[src/rtl/fifo_word_serializer.sv]
// fifo_word_serializer: splits IN_W-bit fifo words into OUT_W-bit beats, framed into PKT_WORDS-word packets
//   clock, reset                              : single clock, synchronous active-high reset
//   io_in_valid/io_in_ready/io_in_bits        : word input, wired to the fifo read port
//   io_out_valid/io_out_ready/io_out_bits     : beat output to the narrow sink
//   io_out_last                               : final beat of a packet, qualified by io_out_valid
//   io_beat_count                             : beats transferred since reset, wrapping
module fifo_word_serializer #(
  parameter int IN_W      = 32,
  parameter int OUT_W     = 8,
  parameter bit MSB_FIRST = 1'b1,
  parameter int PKT_WORDS = 4,
  parameter int CNT_W     = 16
) (
  input  logic             clock,
  input  logic             reset,
  input  logic             io_in_valid,
  output logic             io_in_ready,
  input  logic [IN_W-1:0]  io_in_bits,
  output logic             io_out_valid,
  input  logic             io_out_ready,
  output logic [OUT_W-1:0] io_out_bits,
  output logic             io_out_last,
  output logic [CNT_W-1:0] io_beat_count
);
  localparam int RATIO  = IN_W / OUT_W;
  localparam int IDX_W  = $clog2(RATIO);
  localparam int WORD_W = PKT_WORDS > 1 ? $clog2(PKT_WORDS) : 1;
  localparam logic [IDX_W-1:0]  LAST_IDX  = IDX_W'(RATIO - 1);
  localparam logic [WORD_W-1:0] LAST_WORD = WORD_W'(PKT_WORDS - 1);
  logic [IN_W-1:0]   data_q, data_d;
  logic              full_q, full_d;
  logic [IDX_W-1:0]  idx_q, idx_d, lane;
  logic [WORD_W-1:0] word_q, word_d;
  logic [CNT_W-1:0]  cnt_q, cnt_d;
  logic              out_fire, in_fire, end_word;
  always_comb begin
    out_fire      = full_q & io_out_ready;
    end_word      = out_fire & (idx_q == LAST_IDX);
    // refilling on the final beat keeps back-to-back words bubble-free
    io_in_ready   = !full_q | end_word;
    in_fire       = io_in_valid & io_in_ready;
    lane          = MSB_FIRST ? LAST_IDX - idx_q : idx_q;
    io_out_valid  = full_q;
    io_out_bits   = data_q[lane*OUT_W +: OUT_W];
    io_out_last   = full_q & (idx_q == LAST_IDX) & (word_q == LAST_WORD);
    io_beat_count = cnt_q;
    data_d        = in_fire ? io_in_bits : data_q;
    full_d        = in_fire | (full_q & !end_word);
    idx_d         = (in_fire | end_word) ? '0 : out_fire ? idx_q + IDX_W'(1) : idx_q;
    word_d        = end_word ? (word_q == LAST_WORD ? '0 : word_q + WORD_W'(1)) : word_q;
    cnt_d         = cnt_q + CNT_W'(out_fire);
  end
  always_ff @(posedge clock) begin
    if (reset) begin
      data_q <= '0;
      full_q <= 1'b0;
      idx_q  <= '0;
      word_q <= '0;
      cnt_q  <= '0;
    end else begin
      data_q <= data_d;
      full_q <= full_d;
      idx_q  <= idx_d;
      word_q <= word_d;
      cnt_q  <= cnt_d;
    end
  end
endmodule

[config.mk]
export PLATFORM = sky130hd
export DESIGN_NAME = fifo_word_serializer
export DESIGN_NICKNAME = d
export VERILOG_FILES = /design/src/rtl/fifo_word_serializer.sv
export SDC_FILE = /design/constraint.sdc
export NUM_CORES = 1
export LEC_CHECK = 0
export ABC_AREA = 1
export CAP_MARGIN = 20
export CELL_PAD_IN_SITES_DETAIL_PLACEMENT = 2
export CELL_PAD_IN_SITES_GLOBAL_PLACEMENT = 2
export CORE_ASPECT_RATIO = 0.7
export CORE_MARGIN = 10
export CORE_UTILIZATION = 25
export CTS_BUF_LIST = sky130_fd_sc_hd__clkbuf_4
export DETAILED_ROUTE_END_ITERATION = 8
export PLACE_DENSITY_LB_ADDON = 0.1
export SYNTH_ARGS = -nofsm -noshare
export SYNTH_HDL_FRONTEND = slang
export SYNTH_SLANG_ARGS = --single-unit
[constraint.sdc]
create_clock -name clock -period 1.63 [get_ports clock]
set_input_delay 0.326 -clock clock [delete_from_list [all_inputs] [get_ports clock]]
set_output_delay 0.326 -clock clock [all_outputs]
set_load 0.1 [all_outputs]
Yosys cells after proc, flatten, opt, wreduce, memory -nomap -nowiden --
Cells that the tools add are included.
Operators by class: add/sub/neg operators 4, eq/ne operators 2, shifts and indexed selects 1, mux-type cells 1, bitwise operators 9, reductions and logical operators 3
Operators by type and width (number):
- 32-bit by 6-bit indexed part select with 8-bit output | 1
- 16-bit by 1-bit adder with 16-bit output | 1
- 1-bit AND | 6
- 2-bit by 1-bit adder with 2-bit output, second input constant | 2
- 2-bit == test, second input constant | 2
- 1-bit OR | 3
- 1-bit logical NOT | 2
- 2-bit 2-to-1 mux | 1
- 2-bit OR reduction | 1
- 2-bit subtractor, first input constant | 1
Storage, ports and cells: register bits 53, input port bits 36, output and inout port bits 27, word-level logic and storage cells 25

Logic depth before layout (Yosys ltp) --
depth after elaboration 6, depth in mapped cells 11, depth with buffers taken out 11

Least setup slack after synthesis --
Ideal clock, no wire load.
path kind register -> output, start register full_q (netlist: io_out_valid), end output port io_out_last, arrival 2465 ps, required time 1304 ps, slack -1161 ps, stages on the path, launching flop included 3, cell sequence dfxtp_1 > nand2_1 > nor2_1
Between the ends: word-level cells in the longest chain between the ends 2
RTL lines:
- from (decl) | line 31 | logic full_q, full_d;
- from (signal assigned) | line 62 | full_q <= full_d;
- 1-bit AND (2 in a row) | line 45 | io_out_last = full_q & (idx_q == LAST_IDX) & (word_q == LAST_WORD);
- to (decl) | line 22 | output logic io_out_last,
Every way passes these cells.

Worst setup path after layout --
start register idx_q[0], end output port io_out_bits[1]
Between the ends: word-level cells in the longest chain between the ends 2
RTL lines:
- from (decl) | line 32 | logic [IDX_W-1:0] idx_q, idx_d, lane;
- from (signal assigned) | line 63 | idx_q <= idx_d;
- 2-bit subtractor | line 42 | lane = MSB_FIRST ? LAST_IDX - idx_q : idx_q;
- 32-bit by 6-bit indexed part select with 8-bit output | line 44 | io_out_bits = data_q[lane*OUT_W +: OUT_W];
- to (decl) | line 21 | output logic [OUT_W-1:0] io_out_bits,
Every way passes these cells.

==> summary.md <==
| Metric | Value |
|---|---|
| Maximum achievable frequency | 0.544 GHz |
| Worst hold margin | 499 ps |
| Number of max-capacitance violations reported | 0 |
| Arrival time reported for the critical path endpoint | 1510 ps |
| Share of the synthesized area in the top cell type | 0.409 |
| Post-Route Utilization | 0.399 |
| DRT antenna net count | 0 |
| Antenna diode instance count | 0 |
| Routed length per instance | 15.9 um |
| Part of the total power dissipated in combinational logic | 0.283 |
| Met2 routing resource usage after global routing | 0.206 |
| Crit. End Element | output port |
| Number of remaining DRC errors | 0 |
| Fin crit period | 1840 ps |
| Total power per unit cell area | 699 mW/mm^2 |
| Total Power Consumption | 2860 uW |
| Post-synth design cell area | 0.00259 sq mm |
| Library cell occupying the most area in the post-synthesis netlist | dfxtp_1 |
| Number of nets in the finished design | 494 |
| Starting Density | 0.253 |
| Ratio of cells with drive above 1 in the final layout | 0.231 |
| Internal Power | 1910 uW |
| Family with the most delay on the worst path | buffers and inverters |
| Non-Filler Instances | 586 |
| Net count after synthesis | 418 |
| Boundary pin count | 63 |
| Number of placement rows | 31 |
| Initial antenna violation count | 0 |
| CP Cell Sequence | inv_8 -> buf_6 -> nor2_1 -> o22ai_4 -> buf_12 |
| Number of placed cells counting well taps | 577 |
| Placer's final routability congestion estimate | 0.783 |
| Leakage power total | 0.00167 uW |
| Count of buffers inserted at the top-level ports | 62 |
| Number of cells produced by synthesis | 377 |
| Syn avg cell area | 6.88 sq um |
| Via count of the first global-routing pass | 3012 |
| Area growth syn-to-layout | 57.6% |
| Total core area | 0.0102 sq mm |
| Leftover overflow at the end of global routing | 0 |
| Post-DR vias/cell | 4.58 |
| Final Setup Violations | 10 |
| Largest stage delay on the critical path | 410 ps |
| Critical-path cell with the highest stage delay | dfxtp_4 |
| Latest clock arrival within the worst-skew pair | 390 ps |
| Count of vias placed by the detailed router | 2681 |
| Total Die Area | 0.0149 sq mm |
| Sort of element at the start of the critical path | register |
| Run status | complete, but fails checks |
| All-Layer GR Usage | 0.128 |
| Met1 usage | 0.168 |
| Share of the clock period used by the worst path | 1.13 |
| CTS tree | done |
| Dominant cell by count in the synthesized netlist | nor2_1 |
| First-pass GRT wire length | 15800 um |
| Number of iterations in the first detailed-routing pass | 4 |
| Number of hold buffers added after CTS | 0 |
| Die Ht | 105 um |
| Smallest setup slack after layout | -207 ps |
| Max-slew violation total from the final report | 0 |
| TritonCTS Buffers | 5 |
| Most frequently used flop master after synthesis | dfxtp_1 |
| Worst rel slew slack | 0.776 |
| Buffers from clock root to sink, at most | 2 |
| Part of the power in the clock network | 0.224 |
| Startpoint-to-endpoint class of the critical path | register to output port |
| Yosys synthesis warning count | 0 |
| Required arrival time at the worst endpoint | 1300 ps |
| Portion of the post-synthesis area used by sequential elements | 0.409 |
| Clock transition at the registers of the reported paths | 160 ps |
| Worst Skew | 10.2 ps |
| Post-synth EDFFs | 0 |
| Switching portion of total power | 0.333 |
| Top post-synthesis cells by area | dfxtp_1 41%, nor2_1 17%, nand2_1 10% |
| TritonCTS sink count | 53 |
| Root buffer cell | clkbuf_4 |
| Transition time at the pin with the least slew margin | 335 ps |
| Max H-tree Level | 2 |
| Top cell types by occurrence after synthesis | 115 x nor2_1, 71 x nand2_1, 53 x dfxtp_1 |
| Portion of total power attributed to sequential cells | 0.494 |
| Grt met3 use | 0.0336 |
| Busiest grt layer | met2 |
| Number of buffer and inverter instances along the worst setup path | 3 |
| Maximum fanout count along the critical path | 13 |
| Largest voltage drop on the vdd net | 0.267 mV |
| Hold Violations, Final | 0 |
| Tightest Hold Check Type | register to register |
| Number of DRC markers in iteration 0 | 62 |
| DPL Wire Length | 7330 um |
| Chip width | 142 um |
| FF+latch count, synth | 53 |
| Flop2flop setup slack | 190 ps |
| Distinct cell type count of the synthesized netlist | 28 |
| Largest net degree at the start of global routing | 33 |
| Sw power | 951 uW |
| Total length of routed wires | 9300 um |
| Setup repair after global routing missed its margin | yes |
| Fraction of registers with async set/reset | 0 |
| Violations in the final reports | setup timing |
==> timing repair <==
item | in CTS | in global routing
endpoints found under the setup margin | 10 | 10
gates resized for setup | 28 | 2
buffers inserted | 1 | 0
pin swaps | 1 | 0
==> layout make-up <==
cell class | count | area (sq um)
timing repair buffer | 88 | 1150
clock inverter | 1 | 3.75
multi-input combinational | 279 | 1510
clock buffer | 7 | 52.6
fill | 1206 | 6150
tap | 132 | 165
inverter | 26 | 113
sequential | 53 | 1090
==> through the flow <==
step / worst slack, ps / TNS, ps / instance area (sq um)
after global placement: -231 / -6970 / 3970
after global routing: -288 / -2690 / 4090
after CTS: -227 / -2120 / 4090
after detailed placement: -295 / -9300 / 3970
final: -207 / -1820 / 4090
after floorplan: 4.97 / 0 / 2820
==> state kept, by name, indices dropped and copies added, names as in the netlist <==
register and cells:
data_q 32, idx_q 2, word_q 2, io_out_valid 1
io_beat_count 16
==> logic make-up (layout without fill, tap and decap cells) <==
logic type	Yosys count	in the layout	synth area share
AND/OR/NAND/NOR	232	232	0.393
flip-flops	53	53	0.409
buffers and inverters	45	122	0.0786
AO/OA/AOI/OAI	41	41	0.0921
adder cells (fa/ha/maj)	5	5	0.0241
XOR/XNOR	1	1	0.00338
==> worst register-to-register path: cells and delay by family (launching register included) <==
family	cells	cell delay [ps]
flip-flops	1	390
adder cells (fa/ha/maj)	2	280
buffers and inverters	2	100
AND/OR/NAND/NOR	6	620
==> placed cells by master, fill, tap and decap left out, types with 2 or more instances in the layout <==
master | netlist | layout
buf_4 | 3 | 19
o21ai_0 | 19 | 5
o22ai_4 | 0 | 8
dfxtp_2 | 0 | 12
dfxtp_4 | 0 | 4
nand4_1 | 2 | 2
nor2_1 | 115 | 108
clkbuf_4 | 0 | 7
dfxtp_1 | 53 | 37
nand2_4 | 1 | 3
buf_12 | 0 | 31
clkdlybuf4s50_1 | 0 | 35
inv_1 | 24 | 21
nand3_1 | 8 | 7
nor2_2 | 0 | 6
o21ai_1 | 0 | 12
nand3b_1 | 32 | 32
ha_4 | 0 | 2
ha_1 | 5 | 2
clkinv_1 | 1 | 2
a21oi_1 | 7 | 7
a31oi_1 | 2 | 2
buf_6 | 3 | 2
nand2_1 | 71 | 71
o21ai_2 | 0 | 2
==> power by group through the flow <==
stage          Sequential [uW]  Clock (uW)  Combinational (uW)
2_1_floorplan             1450           0                 464
3_3_place_gp              1440           0                 789
3_5_place_dp              1440           0                 804
4_1_cts                   1410         666                 822
5_1_grt                   1420         717                 877
6_report                  1410         639                 808
==> per-layer routing <==
| metal | routed length [um] | vias to the layer above |
|---|---|---|
| li1 | - | 1346 |
| met1 | 4590 | 1289 |
| met2 | 4220 | 39 |
| met3 | 431 | 7 |
| met4 | 59 | 0 |
| met5 | 0 | - |
==> path summary, 6_finish.rpt <==
| path | start | endpoint | depth (start not counted) |
|---|---|---|---|
| min reg2reg | word_q[1]$_SDFFE_PP0P_ | word_q[1]$_SDFFE_PP0P_ | 2 |
| min | word_q[1]$_SDFFE_PP0P_ | word_q[1]$_SDFFE_PP0P_ | 2 |
| max reg2reg | io_out_valid$_SDFF_PP0_ | io_beat_count[12]$_SDFF_PP0_ | 10 |
| max | idx_q[0]$_SDFFE_PP0P_ | io_out_bits[1] | 5 |
No activity file was read; power rests on OpenSTA's default activity.
